[config.mk]
export PLATFORM = sky130hd
export DESIGN_NAME = mips_image_loader
export DESIGN_NICKNAME = d
export VERILOG_FILES = /design/src/rtl/mips_loader_pkg.sv /design/src/rtl/mips_image_loader_serializer.sv /design/src/rtl/mips_image_loader.sv
export SDC_FILE = /design/constraint.sdc
export NUM_CORES = 1
export LEC_CHECK = 0
export CAP_MARGIN = 10
export CORE_MARGIN = 10
export CORE_UTILIZATION = 55
export DETAILED_ROUTE_END_ITERATION = 12
export HOLD_SLACK_MARGIN = 0.06
export PLACE_DENSITY = 0.89
export SYNTH_ARGS = -nofsm -noshare
export SYNTH_HDL_FRONTEND = slang
export SYNTH_SLANG_ARGS = --single-unit
[constraint.sdc]
create_clock -name clk_i -period 4.2 [get_ports clk_i]
set_input_delay 0.84 -clock clk_i [delete_from_list [all_inputs] [get_ports clk_i]]
set_output_delay 0.84 -clock clk_i [all_outputs]
set_load 0.005 [all_outputs]
[src/rtl/mips_loader_pkg.sv]
// Shared types and helpers for the MIPS boot/run controller.
// Holds the loader state encoding, the default halt opcode and the byte-lane picker.
package mips_loader_pkg;

    typedef enum logic [3:0] {
        IDLE  = 4'd0,
        IHDR0 = 4'd1,
        IHDR1 = 4'd2,
        IWORD = 4'd3,
        IBYTE = 4'd4,
        DHDR0 = 4'd5,
        DHDR1 = 4'd6,
        DWORD = 4'd7,
        DBYTE = 4'd8,
        DZERO = 4'd9,
        RUN   = 4'd10,
        HALT  = 4'd11,
        TMO   = 4'd12,
        ERR   = 4'd13
    } loader_state_e;

    localparam logic [5:0] DEFAULT_HALT_OP = 6'h3f;
    localparam logic [4:0] SP_REG_IDX      = 5'd29;

    // Byte k of a 32-bit word, k = 0 being the most significant byte.
    function automatic logic [7:0] byte_lane(input logic [31:0] word, input logic [1:0] k);
        case (k)
            2'd0:    return word[31:24];
            2'd1:    return word[23:16];
            2'd2:    return word[15:8];
            2'd3:    return word[7:0];
            default: return 8'h00;
        endcase
    endfunction

endpackage

[src/rtl/mips_image_loader_serializer.sv]
// Turns one 32-bit word into four consecutive big-endian byte writes.
// Shared by the instruction and data phases; the top steers it to one memory port.
module word_byte_serializer
    import mips_loader_pkg::*;
#(
    parameter int AW = 10
) (
    input  logic          clk_i,
    input  logic          rst_i,
    input  logic          start_i,
    input  logic [31:0]   word_i,
    input  logic [AW-1:0] base_i,
    output logic          we_o,
    output logic [AW-1:0] addr_o,
    output logic [7:0]    byte_o,
    output logic          done_o
);

    localparam logic [AW-1:0] ADDR_ONE = {{(AW-1){1'b0}}, 1'b1};

    logic          busy_r;
    logic [31:0]   word_r;
    logic [AW-1:0] addr_r;
    logic [1:0]    lane_r;

    // Latch a word on start, then walk four byte lanes with incrementing address.
    always_ff @(posedge clk_i) begin
        if (rst_i) begin
            busy_r <= 1'b0;
            word_r <= 32'h0000_0000;
            addr_r <= {AW{1'b0}};
            lane_r <= 2'd0;
        end else if (busy_r) begin
            addr_r <= addr_r + ADDR_ONE;
            lane_r <= lane_r + 2'd1;
            if (lane_r == 2'd3) begin
                busy_r <= 1'b0;
            end
        end else if (start_i) begin
            busy_r <= 1'b1;
            word_r <= word_i;
            addr_r <= base_i;
            lane_r <= 2'd0;
        end
    end

    assign we_o   = busy_r;
    assign addr_o = addr_r;
    assign byte_o = byte_lane(word_r, lane_r);
    assign done_o = busy_r & (lane_r == 2'd3);

endmodule

[src/rtl/mips_image_loader.sv]
// Boot and run controller: streams instruction and data images into byte memories,
// seeds PC and $sp, then runs the core until halt opcode or cycle-limit timeout.
module mips_image_loader
    import mips_loader_pkg::*;
#(
    parameter int          DATA_W     = 32,
    parameter int          IMEM_BYTES = 1024,
    parameter int          DMEM_BYTES = 1024,
    parameter logic [5:0]  HALT_OP    = DEFAULT_HALT_OP,
    parameter int unsigned MAX_CYCLES = 100
) (
    input  logic                          clk_i,
    input  logic                          rst_i,
    input  logic                          s_valid_i,
    input  logic [DATA_W-1:0]             s_data_i,
    output logic                          s_ready_o,
    output logic                          imem_we_o,
    output logic [$clog2(IMEM_BYTES)-1:0] imem_addr_o,
    output logic [7:0]                    imem_byte_o,
    output logic                          dmem_we_o,
    output logic [$clog2(DMEM_BYTES)-1:0] dmem_addr_o,
    output logic [7:0]                    dmem_byte_o,
    output logic [DATA_W-1:0]             pc_init_o,
    output logic                          pc_load_o,
    output logic [DATA_W-1:0]             sp_init_o,
    output logic                          sp_load_o,
    output logic                          cpu_run_o,
    input  logic [5:0]                    cpu_instr_op_i,
    output logic [31:0]                   cycle_cnt_o,
    output logic                          halted_o,
    output logic                          timeout_o,
    output logic                          error_o
);

    localparam int IA = $clog2(IMEM_BYTES);
    localparam int DA = $clog2(DMEM_BYTES);
    localparam int AW = (IA > DA) ? IA : DA;
    localparam int EW = DATA_W + 3;

    localparam logic [EW-1:0]     IMEM_LIM = EW'(IMEM_BYTES);
    localparam logic [EW-1:0]     DMEM_LIM = EW'(DMEM_BYTES);
    localparam logic [DA-1:0]     DZ_LAST  = DA'(DMEM_BYTES - 1);
    localparam logic [DA-1:0]     DA_ONE   = {{(DA-1){1'b0}}, 1'b1};
    localparam logic [AW-1:0]     STEP4    = AW'(4);
    localparam logic [DATA_W-1:0] W_ZERO   = {DATA_W{1'b0}};
    localparam logic [DATA_W-1:0] W_ONE    = {{(DATA_W-1){1'b0}}, 1'b1};
    localparam bit                TMO_EN   = (MAX_CYCLES != 0);
    localparam logic [31:0]       CYC_LAST = 32'(MAX_CYCLES) - 32'd1;

    loader_state_e     state_r;
    logic [DATA_W-1:0] pc_init_r;
    logic [DATA_W-1:0] sp_init_r;
    logic              pc_load_r;
    logic              sp_load_r;
    logic [DATA_W-1:0] rem_r;
    logic [AW-1:0]     wbase_r;
    logic [DA-1:0]     zaddr_r;
    logic              zskip_r;
    logic [31:0]       cycle_r;
    logic              halted_r;
    logic              timeout_r;
    logic              error_r;

    logic              xfer_s;
    logic              ser_start_s;
    logic              ser_we_s;
    logic [AW-1:0]     ser_addr_s;
    logic [7:0]        ser_byte_s;
    logic              ser_done_s;
    logic [EW-1:0]     i_end_s;
    logic [EW-1:0]     d_end_s;

    assign s_ready_o   = (state_r == IHDR0) || (state_r == IHDR1) || (state_r == IWORD) ||
                         (state_r == DHDR0) || (state_r == DHDR1) || (state_r == DWORD);
    assign xfer_s      = s_valid_i & s_ready_o;
    assign ser_start_s = xfer_s & ((state_r == IWORD) || (state_r == DWORD));

    // One-past-end byte address of each image; headers are rejected if it exceeds memory.
    assign i_end_s = {3'b000, pc_init_r} + {1'b0, s_data_i, 2'b00};
    assign d_end_s = {1'b0, s_data_i, 2'b00};

    word_byte_serializer #(.AW(AW)) u_ser (
        .clk_i   (clk_i),
        .rst_i   (rst_i),
        .start_i (ser_start_s),
        .word_i  (s_data_i[31:0]),
        .base_i  (wbase_r),
        .we_o    (ser_we_s),
        .addr_o  (ser_addr_s),
        .byte_o  (ser_byte_s),
        .done_o  (ser_done_s)
    );

    // Main load/run sequencer with sticky status flags.
    always_ff @(posedge clk_i) begin
        if (rst_i) begin
            state_r   <= IDLE;
            pc_init_r <= W_ZERO;
            sp_init_r <= W_ZERO;
            pc_load_r <= 1'b0;
            sp_load_r <= 1'b0;
            rem_r     <= W_ZERO;
            wbase_r   <= {AW{1'b0}};
            zaddr_r   <= {DA{1'b0}};
            zskip_r   <= 1'b0;
            cycle_r   <= 32'd0;
            halted_r  <= 1'b0;
            timeout_r <= 1'b0;
            error_r   <= 1'b0;
        end else begin
            pc_load_r <= 1'b0;
            sp_load_r <= 1'b0;
            case (state_r)
                IDLE: state_r <= IHDR0;
                IHDR0: if (xfer_s) begin
                    pc_init_r <= s_data_i;
                    pc_load_r <= 1'b1;
                    state_r   <= IHDR1;
                end
                IHDR1: if (xfer_s) begin
                    if ((pc_init_r[1:0] != 2'b00) || (i_end_s > IMEM_LIM)) begin
                        error_r <= 1'b1;
                        state_r <= ERR;
                    end else if (s_data_i == W_ZERO) begin
                        state_r <= DHDR0;
                    end else begin
                        rem_r   <= s_data_i;
                        wbase_r <= AW'(pc_init_r[IA-1:0]);
                        state_r <= IWORD;
                    end
                end
                IWORD: if (xfer_s) begin
                    rem_r   <= rem_r - W_ONE;
                    state_r <= IBYTE;
                end
                IBYTE: if (ser_done_s) begin
                    wbase_r <= wbase_r + STEP4;
                    state_r <= (rem_r == W_ZERO) ? DHDR0 : IWORD;
                end
                DHDR0: if (xfer_s) begin
                    sp_init_r <= s_data_i;
                    sp_load_r <= 1'b1;
                    state_r   <= DHDR1;
                end
                DHDR1: if (xfer_s) begin
                    if (d_end_s > DMEM_LIM) begin
                        error_r <= 1'b1;
                        state_r <= ERR;
                    end else begin
                        rem_r   <= s_data_i;
                        wbase_r <= {AW{1'b0}};
                        zaddr_r <= d_end_s[DA-1:0];
                        zskip_r <= (d_end_s == DMEM_LIM);
                        state_r <= (s_data_i == W_ZERO) ? DZERO : DWORD;
                    end
                end
                DWORD: if (xfer_s) begin
                    rem_r   <= rem_r - W_ONE;
                    state_r <= DBYTE;
                end
                DBYTE: if (ser_done_s) begin
                    wbase_r <= wbase_r + STEP4;
                    if (rem_r != W_ZERO) begin
                        state_r <= DWORD;
                    end else begin
                        state_r <= zskip_r ? RUN : DZERO;
                    end
                end
                DZERO: begin
                    if (zaddr_r == DZ_LAST) begin
                        state_r <= RUN;
                    end else begin
                        zaddr_r <= zaddr_r + DA_ONE;
                    end
                end
                RUN: begin
                    if (cycle_r != 32'hFFFF_FFFF) begin
                        cycle_r <= cycle_r + 32'd1;
                    end
                    // Halt takes priority over a timeout landing on the same edge.
                    if (cpu_instr_op_i == HALT_OP) begin
                        halted_r <= 1'b1;
                        state_r  <= HALT;
                    end else if (TMO_EN && (cycle_r == CYC_LAST)) begin
                        timeout_r <= 1'b1;
                        state_r   <= TMO;
                    end
                end
                HALT, TMO, ERR: state_r <= state_r;
                default: begin
                    error_r <= 1'b1;
                    state_r <= ERR;
                end
            endcase
        end
    end

    assign imem_we_o   = ser_we_s & (state_r == IBYTE);
    assign imem_addr_o = ser_addr_s[IA-1:0];
    assign imem_byte_o = ser_byte_s;
    assign dmem_we_o   = (ser_we_s & (state_r == DBYTE)) | (state_r == DZERO);
    assign dmem_addr_o = (state_r == DZERO) ? zaddr_r : ser_addr_s[DA-1:0];
    assign dmem_byte_o = (state_r == DZERO) ? 8'h00 : ser_byte_s;
    assign pc_init_o   = pc_init_r;
    assign pc_load_o   = pc_load_r;
    assign sp_init_o   = sp_init_r;
    assign sp_load_o   = sp_load_r;
    assign cpu_run_o   = (state_r == RUN);
    assign cycle_cnt_o = cycle_r;
    assign halted_o    = halted_r;
    assign timeout_o   = timeout_r;
    assign error_o     = error_r;

endmodule
==> flow_summary.yaml <==
status:
  status: "complete, no violations"
sta:
  clock_skew_ns: 0.01577
  finalHoldViolations: 0
  timing.final.crit_period_ns: 4.081
  slew_viol_final: 0
  finalSetupViolCount: 0
  max-slew-margin-rel_pct: 36.82
  rsz0062_at_grt: "no"
  max_freq_mhz: 245.0
  tns_ns: 0
  tightestPinTransition_ns: 0.9420
  finalCritPeriodShare_pct: 97.16
power_and_ir_drop:
  leakage_nw: 6.008
  power.density_mw_per_mm2: 431.6
  peakVddDrop_uv: 313.4
setup_path:
  cp.required_ns: 4.57
  worstSetupPathType: "input port to register"
  cp_slowest_cell: "clkdlybuf4s50_1"
  cp-endpoint: "rem_r[9]"
  worstPathArrival_ns: 4.45
  critPathCaptureType: "register"
  cp_cell_sequence: "clkdlybuf4s50_1 > ha_4 > and4_1 > and4_1 > a22oi_2 > buf_4 > a211o_1 > a2111oi_2 > nand4_1 > nor4_2 > and4b_2 > nor2_4 > buf_12 > o211ai_1 > o31ai_1"
  r2r_cells: 16
  crit_fanout: 16
  crit_top_cell: "and4_1"
  rr_endpoint: "rem_r[9]"
  ff2ff_setup_slack_ns: 0.32
  max_stage_delay_ns: 0.48
  crit_path_start_kind: "input port"
  r2r_start: "pc_init_o[2]"
  cp-startpoint: "s_data_i[10]"
cts:
  clock_latency_ns: 0.52
  cts.htree.levels: 1
  root_buffer: "clkbuf_16"
  cts_buffers: 23
  cts_hold_buffers: 0
  cts.path.max_buffers: 3
  numClockSinks: 203
  clkTransAtPathRegs_ns: 0.07
  cts_tree: "yes"
floorplanning:
  die_y_um: 166.2
  core_area_mm2: 0.02102
  die_width_um: 166.2
  start_util_pct: 55.91
  die_area_mm2: 0.02762
  rows: 53
  num_io_pins: 182
place:
  hpwl_um: 32550
  io_buffers: 181
  gp_congestion: 0.9669
synthesis:
  netlist_instances: 1600
  synth_edf_count: 0
  synthAdderAreaFrac_pct: 4.322
  synth_seq_cells: 203
  synth.mux.area_fraction_pct: 1.384
  ys.flop_type: "dfxtp_1"
  synth_xor_area_share_pct: 3.279
  synth_compound_area_share_pct: 24.45
  synth_fp_nets: 1681
  yosysWarnings: 0
  synth_top_family_by_area: "simple AND/OR/NAND/NOR gates"
  ys_types: 81
  ys_seq_area_share_pct: 34.58
  ys_async_sr_fraction_pct: 0
  synthSimpleGateAreaFrac_pct: 27.55
  syn_area_mm2: 0.01175
  avgSynthCellArea_um2: 7.346
layout:
  final_cell_mix: "nand2_1, a21oi_1, dfxtp_1, clkdlybuf4s50_1, buf_4"
  utilization_pct: 74.47
  nNetsFinal: 1953
  final_common_cell: "nand2_1"
  area_growth_pct: 33.18
  drive_gt1_share_pct: 12.86
  num-fill-cells: 1570
detailed_routing:
  vias_per_cell: 6.266
  drtAntennaViolNets: 0
  drt_iter0_drc: 1639
  wl_um: 44640
  drc: 0
  vias: 13570
  firstDrtPassIters: 8
  wire_per_inst_um: 20.62
grt:
  grt-ovfl-total: 0
  grt_max_degree: 108
  antenna_found_initial: 0
  grt_pass1_vias: 12930
  grt_pass1_wl_um: 69780
  grt_usage_pct: 30.05
hold_path:
  min_path_type: "register to register"
flow_run:
  drv_cap: 0
layout make-up:
type	count	area, um^2	area share [%]
multi-input combinational	1265	7241	46.26
sequential	203	4064	25.96
timing repair buffer	348	3097	19.78
clock buffer	34	686.9	4.388
tap	275	344.1	2.198
inverter	31	116.4	0.7433
clock inverter	8	102.6	0.6554
antenna	1	2.502	0.01599
routing by layer:
metal / vias to the layer above / part of all wire (%) / track usage (%)
met5: - / 0 / 0
met4: 0 / 6.7 / 17.53
met3: 169 / 9.8 / 7.146
met2: 770 / 44 / 47.25
met1: 6342 / 39 / 36.76
li1: 6285 / - / -
power breakdown:
part | leakage [nW] | internal, mW | total (mW) | switching [mW]
registers | 1.64 | 2.07 | 2.23 | 0.163
logic | 3.98 | 0.985 | 2.43 | 1.44
clock network | 0.384 | 1.26 | 2.10 | 0.839
logic make-up after synthesis:
kind of cell / count (synthesis)
flops: 203
fa+ha+maj: 40
mux: 16
compound gates: 452
simple gates: 713
xor+xnor: 44
buf+inv: 132
metrics by stage:
stage / area, um^2 / worst slack, ns / hold WS (ns) / std cells / total power, mW
floorplan: 11750 / 0.3729 / 0.4303 / 1600 / 3.643
global placement: 14780 / -0.5217 / 0.4415 / 2120 / 4.534
detailed placement: 14780 / -0.6209 / 0.4470 / 2120 / 4.589
CTS: 15570 / 0.009076 / 0.4547 / 2162 / 6.679
global route: 15650 / 0.007248 / 0.4694 / 2164 / 7.047
finish: 15650 / 0.1192 / 0.4562 / 2165 / 6.755
synth_stat cells (13+ instances only):
cell type / instances / share of area (%)
inv_1: 30 / 0.96
o211ai_1: 28 / 1.8
nand2b_1: 14 / 0.75
o32ai_1: 15 / 1.1
or3_1: 13 / 0.69
o21ai_0: 48 / 2.0
ha_1: 39 / 4.2
dfxtp_1: 203 / 35
xnor2_1: 16 / 1.2
o31ai_1: 18 / 1.1
nor2_1: 151 / 4.8
a21oi_1: 215 / 9.2
nand4_1: 26 / 1.4
nor3_1: 34 / 1.4
buf_2: 14 / 0.60
clkbuf_1: 83 / 2.7
nand3_1: 34 / 1.4
nor4_1: 30 / 1.6
mux2i_1: 14 / 1.2
nand2_1: 332 / 11
xor2_1: 28 / 2.1
and3_1: 23 / 1.2
critical path, delay by kind of cell:
family / cells / cell delay, ns
fa+ha+maj: 1 / 0.33
buf+inv: 3 / 0.87
compound gates: 5 / 1.13
simple gates: 6 / 1.30
worst min-delay path by stage:
stage | start | to | slack, ns | cells past startpoint
CTS | u_ser.word_r[30] | u_ser.word_r[30] | 0.45 | 2
floorplan | wbase_r[1] | wbase_r[1] | 0.43 | 1
detailed placement | u_ser.word_r[30] | u_ser.word_r[30] | 0.45 | 2
finish | u_ser.word_r[30] | u_ser.word_r[30] | 0.46 | 2
global placement | wbase_r[1] | wbase_r[1] | 0.44 | 1
global route | sp_init_o[28] | sp_init_o[28] | 0.47 | 2
registers in the layout (all words and copies together), names as in the netlist, 2 cells and up:
name and cells:
u_ser.word_r 32, pc_init_o 32, state_r 4, rem_r 32, zaddr_r 10, sp_init_o 32
cycle_cnt_o 32, wbase_r 10, u_ser.addr_o 10, u_ser.lane_r 2
what timing repair did:
| item | 4_1_cts | 5_1_grt |
|---|---|---|
| pin swaps | 3 | 7 |
| endpoints found under the setup margin | 32 | 40 |
| setup buffers | 0 | 2 |
| resized for setup | 2 | 15 |
Power figures use the tool's default switching activity.
